==> src/rtl/mux_nto1_stream_pkg.sv <==
// Shared constants and helpers for the N:1 streaming multiplexer.
// The mode encodings are used by the top level and by the bench.
package mux_stream_pkg;

    localparam logic MODE_FIXED = 1'b0;
    localparam logic MODE_RR    = 1'b1;

    // Channel-index width; a 2-channel mux still needs one select bit.
    function automatic int clog2_min1(input int n);
        int w;
        if (n <= 2) begin
            w = 1;
        end else begin
            w = $clog2(n);
        end
        return w;
    endfunction

endpackage

==> src/rtl/mux_nto1_stream_if.sv <==
// Stream bundle between N producers, the mux and one consumer.
// slave is the mux view; master is the producer/consumer environment view.
interface mux_nto1_stream_if
    import mux_stream_pkg::*;
#(
    parameter int WIDTH = 8,
    parameter int NCH   = 8
);
    localparam int SELW = clog2_min1(NCH);

    logic [NCH*WIDTH-1:0] in_data;
    logic [NCH-1:0]       in_valid;
    logic [NCH-1:0]       in_ready;
    logic [WIDTH-1:0]     out_data;
    logic [SELW-1:0]      out_ch;
    logic                 out_valid;
    logic                 out_ready;

    modport slave (
        input  in_data,
        input  in_valid,
        output in_ready,
        output out_data,
        output out_ch,
        output out_valid,
        input  out_ready
    );

    modport master (
        output in_data,
        output in_valid,
        input  in_ready,
        input  out_data,
        input  out_ch,
        input  out_valid,
        output out_ready
    );

endinterface

==> src/rtl/mux_nto1_stream_rr_grant.sv <==
// Rotating-priority encoder: first set request after ptr, wrapping at NCH.
// Uses a doubled request vector so the rotation is a single part-select.
module mux_rr_grant
    import mux_stream_pkg::*;
#(
    parameter  int NCH  = 8,
    localparam int SELW = clog2_min1(NCH)
) (
    input  logic [NCH-1:0]  req,
    input  logic [SELW-1:0] ptr,
    output logic [SELW-1:0] grant,
    output logic            any
);

    logic [2*NCH-1:0] dbl_s;
    logic [NCH-1:0]   rot_s;
    logic [SELW:0]    shamt_s;
    logic [SELW-1:0]  off_s;
    logic [SELW+1:0]  sum_s;

    // Rotate so bit 0 is channel ptr+1, then pick the lowest set offset.
    always_comb begin
        dbl_s   = {req, req};
        shamt_s = {1'b0, ptr} + {{SELW{1'b0}}, 1'b1};
        rot_s   = dbl_s[shamt_s +: NCH];
        off_s   = {SELW{1'b0}};
        for (int k = NCH - 1; k >= 0; k--) begin
            off_s = rot_s[k] ? SELW'(k) : off_s;
        end
        sum_s = (SELW+2)'(shamt_s) + (SELW+2)'(off_s);
        if (sum_s >= (SELW+2)'(NCH)) begin
            grant = SELW'(sum_s - (SELW+2)'(NCH));
        end else begin
            grant = SELW'(sum_s);
        end
        any = |req;
    end

endmodule

==> src/rtl/mux_nto1_stream.sv <==
// N-channel W-bit stream multiplexer with a single registered output stage.
// Fixed-select or round-robin grant; in_ready is combinational from the grant.
module mux_nto1_stream
    import mux_stream_pkg::*;
#(
    parameter  int WIDTH = 8,
    parameter  int NCH   = 8,
    localparam int SELW  = clog2_min1(NCH)
) (
    input  logic            clk,
    input  logic            rst_n,
    input  logic            mode,
    input  logic [SELW-1:0] sel,
    mux_nto1_stream_if.slave bus
);

    localparam int SELSPAN = 1 << SELW;

    logic [SELW-1:0]    ptr_r;
    logic [WIDTH-1:0]   out_data_r;
    logic [SELW-1:0]    out_ch_r;
    logic               out_valid_r;

    logic               load_en_s;
    logic [SELW-1:0]    rr_grant_s;
    logic               rr_any_s;
    logic [SELSPAN-1:0] vext_s;
    logic [SELW-1:0]    grant_s;
    logic               gvalid_s;
    logic [WIDTH-1:0]   gdata_s;
    logic [NCH-1:0]     in_ready_s;

    mux_rr_grant #(
        .NCH (NCH)
    ) u_rr_grant (
        .req   (bus.in_valid),
        .ptr   (ptr_r),
        .grant (rr_grant_s),
        .any   (rr_any_s)
    );

    assign load_en_s = !out_valid_r || bus.out_ready;

    // Mode mux. Zero-extending in_valid makes an out-of-range sel read as not valid.
    always_comb begin
        vext_s          = {SELSPAN{1'b0}};
        vext_s[NCH-1:0] = bus.in_valid;
        if (mode == MODE_RR) begin
            grant_s  = rr_grant_s;
            gvalid_s = rr_any_s;
        end else begin
            grant_s  = sel;
            gvalid_s = vext_s[sel];
        end
    end

    // Data select and one-hot ready; nothing is accepted while reset is held.
    always_comb begin
        gdata_s    = {WIDTH{1'b0}};
        in_ready_s = {NCH{1'b0}};
        for (int i = 0; i < NCH; i++) begin
            if (grant_s == SELW'(i)) begin
                gdata_s       = bus.in_data[i*WIDTH +: WIDTH];
                in_ready_s[i] = rst_n && load_en_s && gvalid_s;
            end else begin
                in_ready_s[i] = 1'b0;
            end
        end
    end

    // Output register and round-robin pointer.
    always_ff @(posedge clk or negedge rst_n) begin
        if (!rst_n) begin
            ptr_r       <= SELW'(NCH - 1);
            out_data_r  <= {WIDTH{1'b0}};
            out_ch_r    <= {SELW{1'b0}};
            out_valid_r <= 1'b0;
        end else if (load_en_s) begin
            if (gvalid_s) begin
                out_data_r  <= gdata_s;
                out_ch_r    <= grant_s;
                out_valid_r <= 1'b1;
                if (mode == MODE_RR) begin
                    ptr_r <= grant_s;
                end else begin
                    ptr_r <= ptr_r;
                end
            end else begin
                out_valid_r <= 1'b0;
            end
        end else begin
            out_data_r  <= out_data_r;
            out_ch_r    <= out_ch_r;
            out_valid_r <= out_valid_r;
        end
    end

    assign bus.in_ready  = in_ready_s;
    assign bus.out_data  = out_data_r;
    assign bus.out_ch    = out_ch_r;
    assign bus.out_valid = out_valid_r;

endmodule

==> src/flat_wrapper.sv <==
// flat-port wrapper written by rule: the top's interface ports become plain ports
module mux_nto1_stream_flat import mux_stream_pkg::*;
#(
    parameter  int WIDTH = 8,
    parameter  int NCH   = 8,
    localparam int SELW  = clog2_min1(NCH)
)
  (clk, rst_n, mode, sel, bus_in_data, bus_in_valid, bus_in_ready, bus_out_data, bus_out_ch, bus_out_valid, bus_out_ready);
  mux_nto1_stream_if #(.WIDTH(WIDTH), .NCH(NCH)) bus_i ();
  input  logic clk;
  input  logic rst_n;
  input  logic mode;
  input  logic [SELW-1:0] sel;
  input wire logic [$bits(bus_i.in_data)-1:0] bus_in_data;
  input wire logic [$bits(bus_i.in_valid)-1:0] bus_in_valid;
  output wire logic [$bits(bus_i.in_ready)-1:0] bus_in_ready;
  output wire logic [$bits(bus_i.out_data)-1:0] bus_out_data;
  output wire logic [$bits(bus_i.out_ch)-1:0] bus_out_ch;
  output wire logic [$bits(bus_i.out_valid)-1:0] bus_out_valid;
  input wire logic [$bits(bus_i.out_ready)-1:0] bus_out_ready;
  assign bus_i.in_data = bus_in_data;
  assign bus_i.in_valid = bus_in_valid;
  assign bus_in_ready = bus_i.in_ready;
  assign bus_out_data = bus_i.out_data;
  assign bus_out_ch = bus_i.out_ch;
  assign bus_out_valid = bus_i.out_valid;
  assign bus_i.out_ready = bus_out_ready;
  mux_nto1_stream #(.WIDTH(WIDTH), .NCH(NCH)) u_core (.clk(clk), .rst_n(rst_n), .mode(mode), .sel(sel), .bus(bus_i));
endmodule
==> config.mk <==
export PLATFORM = sky130hd
export DESIGN_NAME = mux_nto1_stream_flat
export DESIGN_NICKNAME = d
export VERILOG_FILES = /design/src/rtl/mux_nto1_stream_pkg.sv /design/src/rtl/mux_nto1_stream_if.sv /design/src/rtl/mux_nto1_stream_rr_grant.sv /design/src/rtl/mux_nto1_stream.sv /design/src/flat_wrapper.sv
export SDC_FILE = /design/constraint.sdc
export NUM_CORES = 1
export LEC_CHECK = 0
export ABC_AREA = 1
export CAP_MARGIN = 20
export CORE_MARGIN = 2
export CORE_UTILIZATION = 40
export DETAILED_ROUTE_END_ITERATION = 10
export MAX_ROUTING_LAYER = met4
export PLACE_DENSITY = 0.81
export SLEW_MARGIN = 20
export SYNTH_ARGS = -nofsm -noshare
export SYNTH_HDL_FRONTEND = slang
export SYNTH_SLANG_ARGS = --single-unit
==> constraint.sdc <==
create_clock -name clk -period 6.07 [get_ports clk]
set_input_delay 1.5175 -clock clk [delete_from_list [all_inputs] [get_ports clk]]
set_output_delay 1.5175 -clock clk [all_outputs]
set_load 0.005 [all_outputs]
==> results.txt, run 1 <==
R2R cell count: 24
syn nets: 392
Yosys top cell area share: 0.171
pre-CTS setup slack: -0.245 ns
Fin. Hold Viols: 0
vias per cell: 5.47
Detailed Routing Iterations Pass 1: 5
CP cell instances: dlygate4sd2_1 > nand2_2 > nand3_1 > nand3_1 > nand2_1 > a31oi_1 > o21ai_1 > nand2_1 > nand2_1 > nand2_1 > ha_1 > inv_1 > fa_2 > xor2_2 > inv_1 > nand2_1 > nand2_1 > nand2_2 > nand2_4 > nor4_2 > dlygate4sd2_1
Power, Total: 1.47 mW
most frequent cells after synthesis: nand2_1, nand3_1, nor2_1, inv_1
status: completed
Final min period: 5.81 ns
Hold Path Sink: u_core.bus.out_data[0]
hold path depth: 2
CTS tree: yes
CP peak stage delay: 0.37 ns
Inserted Clock Buffers: 3
RSZ-0062 raised after global routing: false
dominant cells by area after synthesis: nand3_1, dfrtp_1, nand2_1
Die Width: 72.5 um
critical path class: input port to output port
PD cells: 477 mW/mm^2
post-synthesis sequential area ratio: 0.202
hold_sp: u_core.bus.out_data[0]
Synth Instances: 311
clk slew on worst S/H paths: 0.06 ns
FF+latch area: 379 sq um
Top FF cell, synth: dfrtp_1
CTS Sinks: 15
crit end category: output port
#FFs+latches synth: 15
area leader, netlist: nand3_1
Longest Clk Path Bufs: 2
iteration-0 DRC count of the detailed router: 155
initial core utilization: 0.422
Vias: 2616
arrival time worst endpoint: 4.29 ns
Avg WL per Cell: 14.0 um
CP max stage cell: fa_2
Syn-to-layout area delta: 63.9%
share of cells above drive strength 1: 0.188
count of cell types in the netlist: 31
Reg2Reg Capture Point: u_core.bus.out_data[2]
Pins Over Slew Limit: 0
die area: 0.00526 sq mm
Post CTS Setup Buffer Count: 0
synth warn: 0
antenna violations before repair: 0
worst endpoint required time: 4.55 ns
# rows: 24
Core Box Area: 0.00444 sq mm
Netlist Area Pre-Place: 0.00188 sq mm
IR drop worst, VDD: 233 uV
pin count of the biggest net entering global routing: 24
total global routing overflow: 0
CP Launch Type: input port
root buf cell: clkbuf_8
DRC Markers: 0
achievable clock frequency: 172 MHz
count leader, synth: nand2_1
ANT nets after route: 0
CP most frequent cell: nand2_1
Placed Area: 0.00301 sq mm
Worst slew margin: 0.543
synthesized area per cell: 6.03 sq um
cts hold-fix bufs: 0
number of fill cells: 396
Worst Tran Pin Value: 0.685 ns
Worst R2R Setup Slack: 2.11 ns
Nets: 508
# diodes: 0
PortBufs: 98
Ports: 99
number of global-route vias before repair: 2472
final setup violating endpoints: 0
Die Height: 72.5 um
WL final: 6710 um
Clock Skew: 0.00128 ns
FFs w/ async S/R, synth: 1.00
worst-path fanout max: 6
global-route wire length before repair: 10800 um
Post-synth EDFFs: 0
Core Util, Final: 0.692
clock latency on the worst-skew pair: 0.25 ns
CP top delay family: simple AND/OR/NAND/NOR gates
period utilization: 0.958
leak pwr: 1.45 nW
HP Class: register to register
design area: 0.00308 sq mm
Critical R2R Launch: u_core.ptr_r[0]
htree depth: 1
total global routing track utilization: 0.262
min setup slack post-route: 0.258 ns
max-cap check violation count: 0
CP Buf/Inv Count: 4
placer congestion estimate: 0.974
detailed placement HPWL: 5360 um
area of the multi-input gates: 0.00133 sq mm
-- layout make-up --
| type | count | share of cell area |
|---|---|---|
| Clock buffer | 4 | 0.0146 |
| Inverter | 30 | 0.0399 |
| Timing Repair Buffer | 122 | 0.367 |
| Tap cell | 52 | 0.0212 |
| Multi-Input combinational cell | 255 | 0.434 |
| Sequential cell | 15 | 0.123 |
-- worst max-delay path by stage --
stage	to	start	cells after the start
global placement	bus_in_ready[2]	bus_in_valid[4]	20
finish	bus_in_ready[6]	bus_in_valid[0]	21
global route	bus_in_ready[6]	bus_in_valid[4]	20
floorplan	bus_in_ready[0]	bus_in_valid[7]	17
detailed placement	bus_in_ready[2]	bus_in_valid[2]	20
CTS	bus_in_ready[2]	bus_in_valid[5]	21
-- cell families after synthesis --
group	share of synthesized area
buffers and inverters	0.113
AND/OR/NAND/NOR	0.570
flip-flops	0.202
XOR/XNOR	0.00467
AO/OA/AOI/OAI	0.0933
adder cells (fa/ha/maj)	0.0173
-- sequential cells by signal (all words and copies together) (netlist names) --
| register | cells |
|---|---|
| u_core.bus.out_ch | 3 |
| u_core.bus.out_valid | 1 |
| u_core.ptr_r | 3 |
| u_core.bus.out_data | 8 |
-- per-stage QoR --
step                      std cells  TNS [ns]  hold slack [ns]
after global placement          474     -1.14            0.466
after detailed placement        474     -1.69            0.469
after CTS                       478         0            0.488
after global routing            478         0            0.515
after floorplan                 311         0            0.472
final                           478         0            0.487
-- power breakdown --
part | switching (mW) | internal [mW]
clock | 0.0350 | 0.0466
combinational | 0.685 | 0.483
sequential | 0.0625 | 0.156
-- layer usage --
metal,share of wire,global-route usage
met1,0.39,0.310
met2,0.51,0.461
met3,0.069,0.0347
met4,0.024,0.0782
met5,0,-
-- placed cells by master (no fill, tap or decap), drive strengths merged --
cell           Yosys  final
buf                8     25
ha                 1      1
dlygate4sd2        0      7
nor3               1      1
clkdlybuf4s50      0     82
fa                 1      1
dfrtp             12     12
dlymetal6s2s       0      3
dfstp              3      3
o21ai             18     18
nor4               8      8
clkbuf             3      9
or2                1      1
o211ai             7      7
a31oi              1      1
nand2             97     97
inv               30     30
o32ai              2      2
nand4             11     11
xor2               1      1
nand3             68     68
nor2              37     37
a21oi              1      1
-- worst register-to-register path: cells and delay by family (launching register included) --
family	cells	cell delay [ns]
and+or+nand+nor	15	1.84
DFF	1	0.70
adders and majority gates	2	0.57
buffers and inverters	4	0.43
AOI/OAI and AO/OA	3	0.37
-- what timing repair did --
item                       4_1_cts  5_1_grt
resized for setup               17       24
pin swaps                        0        3
setup endpoints to repair        8        8
No activity file was read; power rests on OpenSTA's default activity.
==> run 2, diff against run 1 <==
Settings changed: CORE_ASPECT_RATIO from default to 0.7, HOLD_SLACK_MARGIN from default to 0.03.
==> run 2 against run 1 <==
Net effect:
- the run now ends with DRC left
- flip-flop and latch count is the same
- first-iteration DRC count grew 43%
- power grew 3.6%
- combinational power grew 5%
- largest power group unchanged
==> results.txt, run 2 (same netlist as run 1, synthesis figures left out) <==
CTS Sinks: 15 (unchanged)
failing checks: DRC
# rows: 20 (-17%)
CTS tree: yes
clk slew on worst S/H paths: 0.06 ns (about the same)
initial core utilization: 0.424 (+0.00143)
pre-CTS setup slack: -0.328 ns (-0.0835 ns)
CP most frequent cell: nand2_1
min setup slack post-route: 0.444 ns (+0.186 ns)
IR drop worst, VDD: 240 uV (+3.3%)
Nets: 517 (+1.8%)
WL final: 7110 um (+6.0%)
CP max stage cell: fa_1
Detailed Routing Iterations Pass 1: 7 (+2)
total global routing overflow: 0 (unchanged)
ANT nets after route: 0 (unchanged)
root buf cell: clkbuf_8
Ports: 99 (unchanged)
Syn-to-layout area delta: 68.5%
CP Buf/Inv Count: 4 (unchanged)
number of fill cells: 378 (-4.5%)
max reg flops: 8 (unchanged)
R2R cell count: 24 (unchanged)
# diodes: 0 (unchanged)
commonest non-fill, non-tap cell in the layout: clkdlybuf4s50_1
detailed placement HPWL: 5850 um (+9.1%)
pin count of the biggest net entering global routing: 22 (-8.3%)
htree depth: 1 (unchanged)
most frequent cells in the layout: clkdlybuf4s50_1, nand2_1, nand3_1
RSZ-0062 raised after global routing: false
placer congestion estimate: 0.957 (-1.7%)
status: finished, violations left
achievable clock frequency: 178 MHz (+3.3%)
die area: 0.00526 sq mm (+0.16%)
cts hold-fix bufs: 0 (unchanged)
Core Box Area: 0.00443 sq mm (-0.34%)
Worst slew margin: 0.556 (+0.0136)
Die Height: 61.3 um (-15%)
Longest Clk Path Bufs: 2 (unchanged)
hold path depth: 2 (unchanged)
worst endpoint required time: 4.55 ns (about the same)
PortBufs: 98 (unchanged)
Clock Skew: 0.00166 ns (+0.000383 ns)
leak pwr: 1.53 nW (+5.4%)
period utilization: 0.927 (-0.0307)
vias per cell: 5.29 (-3.4%)
CP cell instances: dlymetal6s2s_1 > nand2_1 > nand3_1 > nand3_1 > a31oi_1 > o21ai_0 > nand2_1 > nand2_1 > nand2_1 > ha_1 > inv_1 > fa_1 > xor2_1 > nand3_1 > nand2_1 > nand2_2 > nand2_4 > inv_6 > nor4_1 > clkbuf_2
Final min period: 5.63 ns (-0.186 ns)
number of global-route vias before repair: 2342 (-5.3%)
CP top delay family: simple AND/OR/NAND/NOR gates
iteration-0 DRC count of the detailed router: 222 (+43%)
Core Util, Final: 0.714 (+0.0218)
FF+latch area: 379 sq um (unchanged)
antenna violations before repair: 0 (unchanged)
PD cells: 481 mW/mm^2 (+0.80%)
arrival time worst endpoint: 4.11 ns (-0.18 ns)
total global routing track utilization: 0.275 (+0.0131)
crit end category: output port
Avg WL per Cell: 14.5 um (+3.4%)
CP Launch Type: input port
max-cap check violation count: 0 (unchanged)
Inserted Clock Buffers: 3 (unchanged)
global-route wire length before repair: 11000 um (+1.5%)
worst-path fanout max: 7 (+1)
Critical Path Stages: 20 (-4.8%)
CP peak stage delay: 0.39 ns (+0.02 ns)
HP Class: register to register
Fin. Hold Viols: 0 (unchanged)
dpl cells: 486 (+2.5%)
clock latency on the worst-skew pair: 0.24 ns (about the same)
critical path class: input port to output port
final setup violating endpoints: 0 (unchanged)
Die Width: 85.9 um (+18%)
share of cells above drive strength 1: 0.207 (+0.0191)
Non-Filler Instances: 490 (+2.5%)
area of the multi-input gates: 0.00134 sq mm (about the same)
Vias: 2590 (-0.99%)
Power, Total: 1.52 mW (+3.6%)
Worst Tran Pin Value: 0.665 ns (-0.0204 ns)
DRC Markers: 1 (+1)
Pins Over Slew Limit: 0 (unchanged)
## run 2: cell count changes in the layout (fill, tap and decap cells not counted), moves of 3 or more
cell and delta:
buf_4 +9, dlygate4sd2_1 -7, dlymetal6s2s_1 +5, clkbuf_2 +3
## run 2: layout make-up
type	instances	share of cell area
repair buffers	131	0.382
multi-input cells	255	0.422
inverters	30	0.0396
flip-flops and latches	15	0.120
clock buffers	4	0.0142
well taps	55	0.0218
## run 2: worst paths after layout
path	slack, ns	start	endpoint
hold / removal	0.48	u_core.bus.out_data[0]	u_core.bus.out_data[0]
setup / recovery	0.44	bus_in_valid[4]	bus_in_ready[0]
setup reg to reg	2.15	u_core.ptr_r[0]	u_core.bus.out_data[6]
min in group asynchronous	1.58	rst_n	u_core.bus.out_data[6]
max in group asynchronous	4.25	rst_n	u_core.ptr_r[2]
hold reg to reg	0.48	u_core.bus.out_data[0]	u_core.bus.out_data[0]
## run 2: per-layer routing
layer	global-route usage	share of wire
met5	-	0
met4	0.0612	0.0053
met3	0.0295	0.076
met2	0.405	0.44
met1	0.404	0.48
## run 2: report_power, final
group / total [mW] / leakage (nW) / switching (mW) / internal [mW]
clock: 0.0794 / 0.0228 / 0.0330 / 0.0464
combinational: 1.23 / 1.33 / 0.710 / 0.519
sequential: 0.213 / 0.177 / 0.0568 / 0.156
total: 1.52 / 1.53 / 0.800 / 0.722
## run 2: timing repair
action	in CTS	in global routing
setup endpoints to repair	8	8
buffers inserted	0	0
hold endpoints to repair	0	0
gates resized for setup	13	31
pin swaps	0	5
## run 2: worst register-to-register path, stage by stage (launching register included)
cell,delay (ns)
dfstp_2,0.70
inv_8,0.10
nand2_2,0.11
nand3_1,0.10
nand3_1,0.10
nand2_1,0.07
a31oi_1,0.13
o21ai_0,0.09
nand2_1,0.06
nand2_1,0.04
nand2_1,0.05
ha_1,0.14
inv_1,0.05
fa_1,0.44
or2_1,0.25
o21ai_2,0.08
inv_2,0.11
buf_4,0.16
nor2_2,0.51
nand3_1,0.18
nand3_1,0.12
nor2_1,0.05
nand4_1,0.10
nand2_1,0.07
nand2_1,0.05
## run 2: per-stage QoR
stage	hold slack [ns]	setup TNS [ns]	instance area, sq um
2_1_floorplan	0.472	0	1880
3_3_place_gp	0.461	-1.85	3080
3_5_place_dp	0.465	-1.90	3080
4_1_cts	0.480	0	3140
5_1_grt	0.505	0	3160
6_report	0.476	0	3160
==> run 3, diff against run 2 <==
Settings changed: CTS_CLUSTER_DIAMETER from default to 100.
==> results of run 3 <==
Final layout, timing and power as in run 2 (identical DEF).
